<file path="config.mk">
export PLATFORM = sky130hd
export DESIGN_NAME = helai_sync_fifo
export DESIGN_NICKNAME = d
export VERILOG_FILES = /design/src/rtl/helai_sync_fifo.sv
export SDC_FILE = /design/constraint.sdc
export NUM_CORES = 1
export LEC_CHECK = 0
export CELL_PAD_IN_SITES_DETAIL_PLACEMENT = 1
export CELL_PAD_IN_SITES_GLOBAL_PLACEMENT = 1
export CORE_MARGIN = 2
export CORE_UTILIZATION = 52
export DETAILED_ROUTE_END_ITERATION = 8
export PLACE_DENSITY_LB_ADDON = 0.2
export SLEW_MARGIN = 20
export SYNTH_ARGS = -nofsm -noshare
export SYNTH_HDL_FRONTEND = slang
export SYNTH_SLANG_ARGS = --single-unit
</file>
<file path="constraint.sdc">
create_clock -name clk -period 3.3 [get_ports clk]
set_clock_uncertainty 0.1 [all_clocks]
set_input_delay 0.66 -clock clk [delete_from_list [all_inputs] [get_ports clk]]
set_output_delay 0.66 -clock clk [all_outputs]
set_load 0.02 [all_outputs]
</file>
<file path="src/rtl/helai_sync_fifo.sv">
// helai_sync_fifo: single-clock FIFO with fall-through or registered read, programmable
// almost-full/almost-empty levels, occupancy count, flush and sticky overflow/underflow.
module helai_sync_fifo #(
    parameter int    DSIZE       = 8,
    parameter int    ASIZE       = 4,
    parameter string FALLTHROUGH = "TRUE",
    parameter string TYPE        = "distributed",
    parameter int    AW_LEVEL    = 2**ASIZE-1,
    parameter int    AR_LEVEL    = 1
) (
    input  logic             clk,
    input  logic             rst,
    input  logic             flush,
    input  logic             winc,
    input  logic [DSIZE-1:0] wdata,
    output logic             wfull,
    output logic             awfull,
    input  logic             rinc,
    output logic [DSIZE-1:0] rdata,
    output logic             rempty,
    output logic             arempty,
    output logic [ASIZE:0]   count,
    output logic             overflow,
    output logic             underflow
);
    localparam int DEPTH = 2**ASIZE;
    localparam bit FWFT  = FALLTHROUGH == "TRUE";
    localparam bit PF    = FWFT && TYPE == "block";

    logic [DSIZE-1:0] r_mem [DEPTH];
    logic [ASIZE-1:0] r_waddr, r_raddr;
    logic [ASIZE:0]   r_count;
    logic [DSIZE-1:0] r_rdata;
    logic             r_pf_valid, r_overflow, r_underflow;
    logic             w_run, w_wr, w_rd, w_fetch, w_radv;
    logic [ASIZE:0]   w_ram_cnt;

    assign count     = r_count;
    assign overflow  = r_overflow;
    assign underflow = r_underflow;
    assign wfull     = r_count == (ASIZE+1)'(DEPTH);
    assign awfull    = r_count >= (ASIZE+1)'(AW_LEVEL);
    assign arempty   = r_count <= (ASIZE+1)'(AR_LEVEL);
    assign rempty    = PF ? !r_pf_valid : r_count == '0;
    assign rdata     = (FWFT && !PF) ? (rempty ? '0 : r_mem[r_raddr]) : r_rdata;

    assign w_run     = !rst && !flush;
    assign w_wr      = w_run && winc && !wfull;
    assign w_rd      = w_run && rinc && !rempty;
    // RAM occupancy excludes the word already parked in the prefetch register
    assign w_ram_cnt = r_count - {{ASIZE{1'b0}}, r_pf_valid};
    assign w_fetch   = w_run && (!r_pf_valid || w_rd) && w_ram_cnt != '0;
    assign w_radv    = PF ? w_fetch : w_rd;

    always_ff @(posedge clk) begin
        if (w_wr)
            r_mem[r_waddr] <= wdata;
    end

    always_ff @(posedge clk) begin
        if (rst || flush) begin
            r_waddr     <= '0;
            r_raddr     <= '0;
            r_count     <= '0;
            r_rdata     <= '0;
            r_pf_valid  <= 1'b0;
            r_overflow  <= 1'b0;
            r_underflow <= 1'b0;
        end else begin
            r_waddr    <= r_waddr + ASIZE'(w_wr);
            r_raddr    <= r_raddr + ASIZE'(w_radv);
            r_count    <= r_count + (ASIZE+1)'(w_wr) - (ASIZE+1)'(w_rd);
            r_pf_valid <= PF && (w_fetch || (r_pf_valid && !w_rd));
            if (PF ? w_fetch : (!FWFT && w_rd))
                r_rdata <= r_mem[r_raddr];
            if (winc && wfull)
                r_overflow <= 1'b1;
            if (rinc && rempty)
                r_underflow <= 1'b1;
        end
    end
endmodule

</file>
# Word level (Yosys, flattened, before mapping)
# Memory sizes are Yosys's and may differ from the RTL's. A register that Yosys moved wholly into a read port is not among the register bits.
# Index checks and enable logic that the tools add are counted.
# W data, S select, Z words.
[totals] in_bits=13 out_inout_bits=19 latch_bits=0 romBits=0 ff_bits=15 ram_bits=128 memories=1
[op_classes] n_mul=0 bitwise=0 div_mod_pow=0 n_addsub=4 eq_ne=1 shifts=0 order_cmp=2 reduce_logical=13 mux=4
[memory_table] name="r_mem" words=16 word_bits=8 read_ports=1 rd_clocked_by_memory_dff=1 wr=1 line_no="30" text="logic [DSIZE-1:0] r_mem [DEPTH];"
[ops] operator="$add A4 B1 Y4" count=2
[ops] operator="$mux W8" count=1
[ops] operator="$logic_and A1 B1 Y1" count=7
[ops] operator="$add A5 B1 Y5" count=1
[ops] operator="$eq A5 B5 Y1 const B" count=1
[ops] operator="$ge A5 B4 Y1 const B" count=1
[ops] operator="$le A5 B1 Y1 const B" count=1
[ops] operator="$logic_not A5 Y1" count=1
[ops] operator="$sub A5 B1 Y5" count=1
[ops] operator="$logic_not A1 Y1" count=4
[ops] operator="$mux W4" count=1
[ops] operator="$mux W1" count=2
[ops] operator="$logic_or A1 B1 Y1" count=1

# Depth between registers and ports, before layout
# Gate-level depths: netlist of the first run.
[depth] word_depth=6 depth_mapped=15 ltp_nobuf=14

# Least setup slack after synthesis of the first run
# Ideal clock, no wire load.
[synth_timing] kind="register to register" startpoint="register r_count[2], in the netlist count[2]" endpoint="register r_count[4], in the netlist count[4]" required_time_ps=3072 synth_period_minus_slack_ps=3017 arrival_ps=2789 path_slack_ps=283 stages_incl_launch_ff=16 path_cell_list="dfxtp_1 inv_1 ha_1 nand2b_1 nor3_1 clkbuf_1 nor2_1 ha_1 inv_1 ha_1 inv_1 fa_1 o21bai_1 a21oi_1 xnor2_1 nor2_1"
[synth_between] elab_cells_between_ends=8 classes_between="add/sub (2); eq/ne (1); reduce/logical (5)"
[synth_rtl] element="start, declared" line_no="32" text="logic [ASIZE:0] r_count;"
[synth_rtl] element="start signal, assigned" line_no="72" text="r_count <= r_count + (ASIZE+1)'(w_wr) - (ASIZE+1)'(w_rd);"
[synth_rtl] element="$logic_not A5 Y1" line_no="44" text="assign rempty = PF ? !r_pf_valid : r_count == '0;"
[synth_rtl] element="named net rempty" line_no="20" text="output logic rempty,"
[synth_rtl] element="$logic_not A1 Y1" line_no="49" text="assign w_rd = w_run && rinc && !rempty;"
[synth_rtl] element="$logic_and A1 B1 Y1" line_no="49"
[synth_rtl] element="$sub A5 B1 Y5" line_no="72"
# The timed path passes the listed nets, and every way through them passes these cells.
# A chain may end at the register's enable or synchronous reset.

==> impl_metrics.tcl, run 1 <==
set metrics [dict create \
    status "finished clean" \
    wl_met3_um 469 \
    antenna_cells 0 \
    numPortBuffers 31 \
    maxCapViolCount 0 \
    ys_async_sr_fraction_pct 0 \
    clock_path_buffers 2 \
    synth_top_area_share_pct 65.0 \
    crit_arrival_ps 2430 \
    seq_area_um2 4150 \
    die-area_um2 12200 \
    grt_pass1_vias 3473 \
    synth_edf_count 128 \
    final_max_slew_viol_count 0 \
    grt.total_usage_pct 22.1 \
    antenna_found_initial 0 \
    finalPower_mw 4.02 \
    vias 3092 \
    cts_tree "done" \
    cp-startpoint "r_raddr[0]" \
    r2r_start "count[2]" \
    hold_path.class "reg2reg" \
    vdd_drop_max_v 0.000361 \
    wl_met2_um 6650 \
    ios 32 \
    wl_met1_um 5230 \
    fillCellCount 926 \
    numCtsBuffers 17 \
    synth_cells 318 \
    netlist_top_cells_area "edfxtp_1 65%, mux4_2 7.6%, mux4_1 5.3%, dfxtp_1 5.1%, ha_1 3.4%" \
    power_frac_comb_pct 3.1 \
    seq_power_share_pct 49.2 \
    wirelength_um 12600 \
    syn_to_final_growth_pct 20.7 \
    synth_nets 348 \
    critical_path_class "reg2out" \
    hold_violations 0 \
    drc 0 \
    finalNetCount 408 \
    grt_pass1_wl_um 19800 \
    die_x_um 111 \
    vias_per_cell 5.82 \
    min_period_over_period_pct 96.8 \
    gp_congestion 0.770 \
    worstMarginPinSlew_ps 852 \
    netSwitchingFraction_pct 20.1 \
    powerDensity_nw_per_um2 564 \
    setup_ws_ps 107 \
    synth-seq-cells 143 \
    power_leakage_nw 2.39 \
    rsz0062_at_grt "false" \
    slew_headroom_pct 43.1 \
    drt_iter0_drc 211 \
    yosysTopAreaCell "edfxtp_1" \
    cts-hold-fix-buffers 0 \
    ys_seq_area_share_pct 70.1 \
    drtAntennaViolNets 0 \
    drive_gt1_share_pct 21.7 \
    start_util_pct 53.9 \
    final.setup.tns_ps 0 \
    switchingPower_uw 807 \
    critPathCaptureType "output pin" \
    post-place-ws_ps 70.6 \
    synth_ff_type "edfxtp_1" \
    cp_max_fo 8 \
    ys_types 37 \
    cts_sinks 143 \
    core.rowCount 38 \
    root_buffer "clkbuf_16" \
    avgRoutedWirePerCell_um 23.8 \
    path_clk_slew_ps 60 \
    drt_pass1_iterations 4 \
    multiInputGateArea_um2 1620 \
    yosys_warnings 0 \
    hpwl_um 8050 \
    die_h_um 111 \
    p_clk_share_pct 47.7 \
    hp-start "underflow" \
    grt_start_max_net_pins 35 \
    coreArea_um2 11000 \
    synthesis.area_um2 5920 \
    p_int_mw 3.22 \
    start_kind "register" \
    htree_num_levels 4 \
    top_layer "met4" \
    required_ps 2540 \
    fmax_mhz 313 \
    setup_viol 0 \
    syn_avg_cell_area_um2 18.6 \
    finalCriticalPeriod_ps 3190 \
    overflow 0 \
    clock_latency_ps 420 \
]
## layout make-up
type	instances	area share, %
clock buffer	19	6.06
clock inverter	13	2.31
inverter	11	0.578
multi-input combinational	147	22.7
sequential	143	58.1
tap	140	2.45
timing repair buffer	58	7.75
## layer usage
layer,global-route usage (%),vias to the layer above
li1,-,1385
met1,26.8,1603
met2,38.0,78
met3,4.81,26
met4,10.3,0
met5,0,-
## per-stage QoR
step                      std cells  hold slack, ps  area [µm²]  utilization, %
after floorplan                 318             449        5920               -
after global placement          497             355        6510            59.3
after detailed placement        497             386        6510            59.3
after CTS                       529             404        7110            64.8
after global routing            531             430        7140            65.0
final                           531             394        7140            65.0
## cells in the mapped netlist (all sizes together), types with 2 or more instances
cell type  number
clkbuf          7
nor3            5
and2            5
o21bai          2
nor2b           8
nand2           3
nand2b          3
buf            10
xor2            2
mux4           32
edfxtp        128
mux2i           8
ha             16
inv            11
a21oi           4
nand3b          2
nor2           24
xnor2           5
a211oi         16
dfxtp          15
nand3           5
## sequential cells by signal (all words and copies together) (netlist names)
name and flops:
r_mem 128, overflow 1, r_waddr 4, underflow 1, r_raddr 4, count 5
## cell families (layout without fill, tap and decap cells)
logic type               after synthesis  count (layout)  synth area share (%)
multiplexers                          40              40                  14.3
AND/OR/NAND/NOR                       58              58                  4.91
XOR/XNOR                               7               7                  1.04
adder cells (fa/ha/maj)               17              17                  3.72
flip-flops                           143             143                  70.1
AO/OA/AOI/OAI                         25              25                  3.05
buffers and inverters                 28             101                  2.94
## placed cells by master, fill, tap and decap left out, types with 5 or more instances in the layout
cell type | Yosys | layout
inv_1 | 10 | 10
clkdlybuf4s50_1 | 0 | 23
dfxtp_1 | 15 | 14
mux4_1 | 12 | 12
mux4_2 | 20 | 20
ha_1 | 16 | 16
nor2b_1 | 8 | 8
dlygate4sd2_1 | 0 | 8
mux2i_1 | 8 | 8
xnor2_1 | 5 | 5
edfxtp_1 | 128 | 128
clkbuf_16 | 0 | 17
buf_4 | 3 | 23
and2_1 | 5 | 5
nor2_1 | 24 | 24
nand3_1 | 5 | 5
a211oi_1 | 15 | 12
## repair_timing
item / in CTS / in global routing
resized for setup: 12 / 2
buffers inserted: 0 / 2
setup endpoints to repair: 9 / 4
## worst max-delay path, cell delays in order (launching register included)
cell	delay (ps)
dfxtp_4	430
buf_4	140
mux4_1	570
a211oi_1	370
a211oi_1	120
dlygate4sd2_1	380
## worst paths after layout
kind	endpoint	slack [ps]	cells after the start
max	rdata[0]	110	5
min reg2reg	underflow	390	2
min	underflow	390	2
max reg2reg	count[4]	500	14
## power by group through the flow
stage | sequential [mW] | combinational, mW | clock (mW)
2_1_floorplan | 2.02 | 0.0495 | 0
3_3_place_gp | 2.02 | 0.122 | 0
3_5_place_dp | 2.02 | 0.128 | 0
4_1_cts | 1.98 | 0.126 | 1.95
5_1_grt | 1.98 | 0.135 | 2.01
6_report | 1.98 | 0.124 | 1.92
(Power assumes the default switching activity.)
==> run 2, diff against run 1 <==
--- a/config.mk
+++ b/config.mk
@@ -8,7 +8,7 @@
 export CELL_PAD_IN_SITES_DETAIL_PLACEMENT = 1
 export CELL_PAD_IN_SITES_GLOBAL_PLACEMENT = 1
 export CORE_MARGIN = 2
-export CORE_UTILIZATION = 52
+export CORE_UTILIZATION = 50
 export DETAILED_ROUTE_END_ITERATION = 8
 export PLACE_DENSITY_LB_ADDON = 0.2
 export SLEW_MARGIN = 20
==> run 2 against run 1 <==
Against the previous run: clock power down 9.9%; non-clock buffer count unchanged; core utilization down 3.4 points; critical path depth up 1; sequential cell count unchanged; sequential power about the same; sequential share of layout area up 0.57 points; critical endpoint unchanged; via count up 0.84%; hold slack worse by 16 ps; largest power group unchanged; combinational power up 4%; cell area down 1.0%.
==> impl_metrics.tcl, run 2 (synthesized netlist as in run 1, its figures left out) <==
set metrics [dict create \
    seq_power_share_pct 51.6 \
    layout_common_cells "128 x edfxtp_1, 24 x nor2_1, 24 x buf_4" \
    die_h_um 113 \
    coreArea_um2 11500 \
    crit_arrival_ps 2450 \
    finalNetCount 408 \
    place_inst 502 \
    setup_viol 0 \
    final_max_slew_viol_count 0 \
    drc 0 \
    setup_ws_ps 90.9 \
    antenna_cells 0 \
    worstRegToRegCells 15 \
    status "finished clean" \
    drive_gt1_share_pct 21.7 \
    cts_sinks 143 \
    largest_reg_flops 128 \
    netSwitchingFraction_pct 20.6 \
    die_x_um 113 \
    fin_area_um2 7070 \
    start_kind "register" \
    maxCapViolCount 0 \
    hold_depth 2 \
    min_period_over_period_pct 97.2 \
    path_common_cell "buf_4" \
    avgRoutedWirePerCell_um 24.3 \
    fmax_mhz 312 \
    grt_pass1_vias 3399 \
    vdd_drop_max_v 0.000467 \
    critical_path_class "reg2out" \
    power_frac_comb_pct 3.4 \
    hpwl_um 8380 \
    clock_latency_ps 420 \
    grt_pass1_wl_um 20100 \
    p_clk_share_pct 45.0 \
    die-area_um2 12700 \
    worst_hold_slack_ps 378 \
    path_clk_slew_ps 50 \
    drt_pass1_iterations 5 \
    power_leakage_nw 2.36 \
    cts_setup_buffers 0 \
    grt.total_usage_pct 22.3 \
    instances_no_fill 534 \
    numPortBuffers 31 \
    cts-hold-fix-buffers 0 \
    post-place-ws_ps 152 \
    drtAntennaViolNets 0 \
    wirelength_um 13000 \
    switchingPower_uw 791 \
    vias 3118 \
    final.setup.tns_ps 0 \
    antenna_found_initial 0 \
    hold_violations 0 \
    worst_path_largest_cell_delay_ps 580 \
    start_util_pct 51.6 \
    slew_headroom_pct 49.6 \
    vias_per_cell 5.84 \
    syn_to_final_growth_pct 19.5 \
    root_buffer "clkbuf_16" \
    required_ps 2540 \
    htree_num_levels 4 \
    finalPower_mw 3.84 \
    clock_path_buffers 2 \
    cp_max_fo 5 \
    layout_commonest_cell "edfxtp_1" \
    drt_iter0_drc 176 \
    p_int_mw 3.05 \
    critPathCaptureType "output pin" \
    grt_start_max_net_pins 34 \
    crit_slowest_cell "mux4_1" \
    hold_path.class "reg2reg" \
    gp_congestion 0.769 \
    powerDensity_nw_per_um2 543 \
    worstMarginPinSlew_ps 754 \
    rsz0062_at_grt "false" \
    ios 32 \
    place_area_um2 6510 \
    cts_tree "done" \
    crit_chain "buf_4, buf_4, mux4_1, a211oi_2, a211oi_1, dlygate4sd2_1" \
    numCtsBuffers 17 \
    fin_util_pct 61.6 \
    finalCriticalPeriod_ps 3210 \
    core.rowCount 39 \
    top_register "r_mem" \
    overflow 0 \
]
## run 2: cell count changes in the layout (fill, tap and decap cells not counted), moves of 2 or more
| cell | delta |
|---|---|
| clkinvlp_4 | -2 |
| a211oi_1 | -3 |
| clkinv_1 | +3 |
| a211oi_2 | +3 |
| bufinv_16 | -2 |
| clkinv_2 | +3 |
| dfxtp_2 | +2 |
## run 2: power by group through the flow
stage / registers [mW] / logic, mW / clock network [mW]
6_report: 1.98 / 0.129 / 1.73
5_1_grt: 1.98 / 0.139 / 1.81
4_1_cts: 1.98 / 0.130 / 1.75
3_5_place_dp: 2.02 / 0.132 / 0
3_3_place_gp: 2.02 / 0.126 / 0
2_1_floorplan: 2.02 / 0.0495 / 0
## run 2: worst paths after layout
path / to / slack, ps / start
worst max-delay path: rdata[0] / 90 / r_raddr[0]
worst min-delay path: underflow / 380 / underflow
worst max register to register: count[4] / 360 / count[2]
worst min register to register: underflow / 380 / underflow
## run 2: timing repair
item / 4_1_cts / 5_1_grt
endpoints found under the setup margin: 8 / 3
endpoints found under the hold margin: 0 / 0
gates resized for setup: 12 / 4
## run 2: area by class of cell
| class | instances | area (µm²) |
|---|---|---|
| clock buffer | 19 | 433 |
| tap | 143 | 179 |
| clock inverter | 13 | 98.8 |
| inverter | 11 | 41.3 |
| fill | 1003 | 4400 |
| multi-input combinational | 147 | 1630 |
| sequential | 143 | 4150 |
| timing repair buffer | 58 | 542 |
## run 2: critical path: cells and delay by family, from the launching register on
family | cells | cell delay, ps
AO/OA/AOI/OAI | 2 | 380
buffers and inverters | 3 | 690
flip-flops | 1 | 370
multiplexers | 1 | 580
## run 2: per-layer routing
layer	part of all wire, %	GRT usage (%)
met1	45	30.8
met2	48	34.0
met3	3.5	5.09
met4	3.0	10.9
met5	0	0
==> run 3, diff against run 2 <==
--- a/config.mk
+++ b/config.mk
@@ -5,10 +5,11 @@
 export SDC_FILE = /design/constraint.sdc
 export NUM_CORES = 1
 export LEC_CHECK = 0
+export CAP_MARGIN = 20
 export CELL_PAD_IN_SITES_DETAIL_PLACEMENT = 1
 export CELL_PAD_IN_SITES_GLOBAL_PLACEMENT = 1
-export CORE_MARGIN = 2
-export CORE_UTILIZATION = 50
+export CORE_MARGIN = 3
+export CORE_UTILIZATION = 52
 export DETAILED_ROUTE_END_ITERATION = 8
 export PLACE_DENSITY_LB_ADDON = 0.2
 export SLEW_MARGIN = 20
==> run 3 against run 2 <==
Against the previous run: hold slack worse by 3.7 ps; critical path depth stayed put; worst setup slack better by 18 ps; sequential power hardly changed; combinational power is 6% lower; core utilization is 3.8 points higher; critical endpoint is now rdata[2]; fmax is 0.56% higher; sequential cell count stayed put; critical path type unchanged; largest power group is now clock; wire length is 0.11% higher; sequential share of layout area is 0.93 points lower; clock-buffer cell count is 1 lower.
==> impl_metrics.tcl, run 3 (synthesized netlist as in run 1, its figures left out) <==
set metrics [dict create \
    status "finished clean" \
    required_ps 2540 \
    use_met3_pct 5.82 \
    hp-start "overflow" \
    path_clk_slew_ps 60 \
    fin_area_um2 7180 \
    fillCellCount 951 \
    r2r_start "count[2]" \
    final_max_slew_viol_count 0 \
    r2r_end "count[4]" \
    numPortBuffers 31 \
    die_x_um 113 \
    netSwitchingFraction_pct 19.6 \
    hold-path-endpoint "overflow" \
    grt-busiest-layer "met2" \
    cp_max_fo 17 \
    worst_path_largest_cell_delay_ps 580 \
    clock_path_buffers 2 \
    switchingPower_uw 821 \
    hold_violations 0 \
    crit_chain "buf_12, buf_6, mux4_1, mux2i_2, a211oi_1, dlygate4sd2_1" \
    overflow 0 \
    worstMarginPinSlew_ps 591 \
    die_h_um 113 \
    die-area_um2 12700 \
    drt_pass1_iterations 4 \
    p_int_mw 3.37 \
    crit_arrival_ps 2430 \
    setup_ws_ps 109 \
    post-place-ws_ps 52.9 \
    fin_util_pct 65.4 \
    antenna_found_initial 0 \
    cts-hold-fix-buffers 0 \
    min_period_over_period_pct 96.7 \
    final.setup.tns_ps 0 \
    finalPower_mw 4.19 \
    vdd_drop_max_v 0.000451 \
    layout_common_cells "128 x edfxtp_1, 26 x buf_4, 24 x nor2_1" \
    start_util_pct 53.9 \
    cts_sinks 143 \
    reg2reg_slack_ps 430 \
    grt.total_usage_pct 22.0 \
    root_buffer "clkbuf_16" \
    numCtsBuffers 17 \
    powerDensity_nw_per_um2 583 \
    antenna_cells 0 \
    p_clk_share_pct 49.8 \
    start_kind "register" \
    core.rowCount 38 \
    syn_to_final_growth_pct 21.4 \
    drt_iter0_drc 211 \
    finalCriticalPeriod_ps 3190 \
    fmax_mhz 313 \
    grt_pass1_wl_um 20200 \
    critical_path_class "reg2out" \
    grt_pass1_vias 3400 \
    drtAntennaViolNets 0 \
    rsz0062_at_grt "false" \
    critPathCaptureType "output pin" \
    grt_start_max_net_pins 25 \
    clock_latency_ps 420 \
    hpwl_um 8080 \
    gp_congestion 0.761 \
    coreArea_um2 11000 \
    power_leakage_nw 2.43 \
    largest_reg_flops 128 \
    vias_per_cell 5.79 \
    hold_path.class "reg2reg" \
    drive_gt1_share_pct 21.8 \
    use_met2_pct 37.3 \
    finalNetCount 411 \
    crit_slowest_cell "mux4_1" \
    setup_viol 0 \
    globalRouteMet1Util_pct 28.2 \
    avgRoutedWirePerCell_um 24.4 \
    worstRegToRegCells 15 \
    slew_headroom_pct 60.5 \
    power_frac_comb_pct 2.9 \
    vias 3092 \
    layout_commonest_cell "edfxtp_1" \
    wirelength_um 13000 \
    maxCapViolCount 0 \
    htree_num_levels 4 \
    hold_depth 2 \
    top_register "r_mem" \
    ios 32 \
    seq_power_share_pct 47.3 \
    cts_tree "done" \
    drc 0 \
    place_area_um2 6490 \
]
run 3: cell types whose count changed in the layout (fill, tap and decap cells not counted), moves of 3 or more:
cell / previous run / this run
a211oi_1: 9 / 14
a211oi_2: 7 / 2
bufinv_16: 1 / 5
clkinv_2: 5 / 1
inv_6: 0 / 3
run 3: worst max-delay path: cells and delay by family, from the launching register on:
kind,cells,cell delay (ps)
compound gates,1,120
buf+inv,3,680
flops,1,390
mux,2,800
run 3: worst max-delay path by stage:
| stage | endpoint | from | cells past startpoint | slack (ps) |
|---|---|---|---|---|
| 6_report | rdata[2] | r_raddr[0] | 6 | 110 |
| 3_3_place_gp | count[4] | flush | 12 | 170 |
| 2_1_floorplan | count[4] | count[2] | 15 | 280 |
| 3_5_place_dp | count[4] | flush | 13 | 50 |
| 5_1_grt | rdata[2] | r_raddr[0] | 6 | 20 |
| 4_1_cts | rdata[2] | r_raddr[0] | 6 | 5 |
run 3: repair_timing:
action / CTS / global route
endpoints found under the setup margin: 8 / 6
buffers inserted: 0 / 6
resized for setup: 11 / 1
cloned: 0 / 0
pin swaps: 0 / 0
run 3: through the flow:
| stage | hold WS (ps) | std cells |
|---|---|---|
| after CTS | 391 | 528 |
| after floorplan | 449 | 318 |
| final | 374 | 534 |
| after global placement | 355 | 496 |
| after detailed placement | 372 | 496 |
| after global routing | 447 | 534 |
run 3: final cells by class:
cell class	count	area (µm²)	share of cell area, %
Sequential cell	143	4150	57.7
Multi-Input combinational cell	147	1610	22.4
Timing Repair Buffer	61	567	7.89
Clock buffer	18	429	5.97
Clock inverter	14	213	2.96
Tap cell	140	175	2.44
Inverter	11	41.3	0.575
run 3: per-layer routing:
layer | part of all wire (%) | up-vias
li1 | - | 1388
met1 | 41 | 1593
met2 | 53 | 100
met3 | 4.9 | 11
met4 | 0.94 | 0
met5 | 0 | -
run 3: power by group through the flow:
stage / registers [mW] / clock network (mW) / logic, mW
2_1_floorplan: 2.02 / 0 / 0.0495
3_3_place_gp: 2.02 / 0 / 0.122
3_5_place_dp: 2.02 / 0 / 0.125
4_1_cts: 1.98 / 2.11 / 0.123
5_1_grt: 1.98 / 2.20 / 0.133
6_report: 1.98 / 2.09 / 0.121
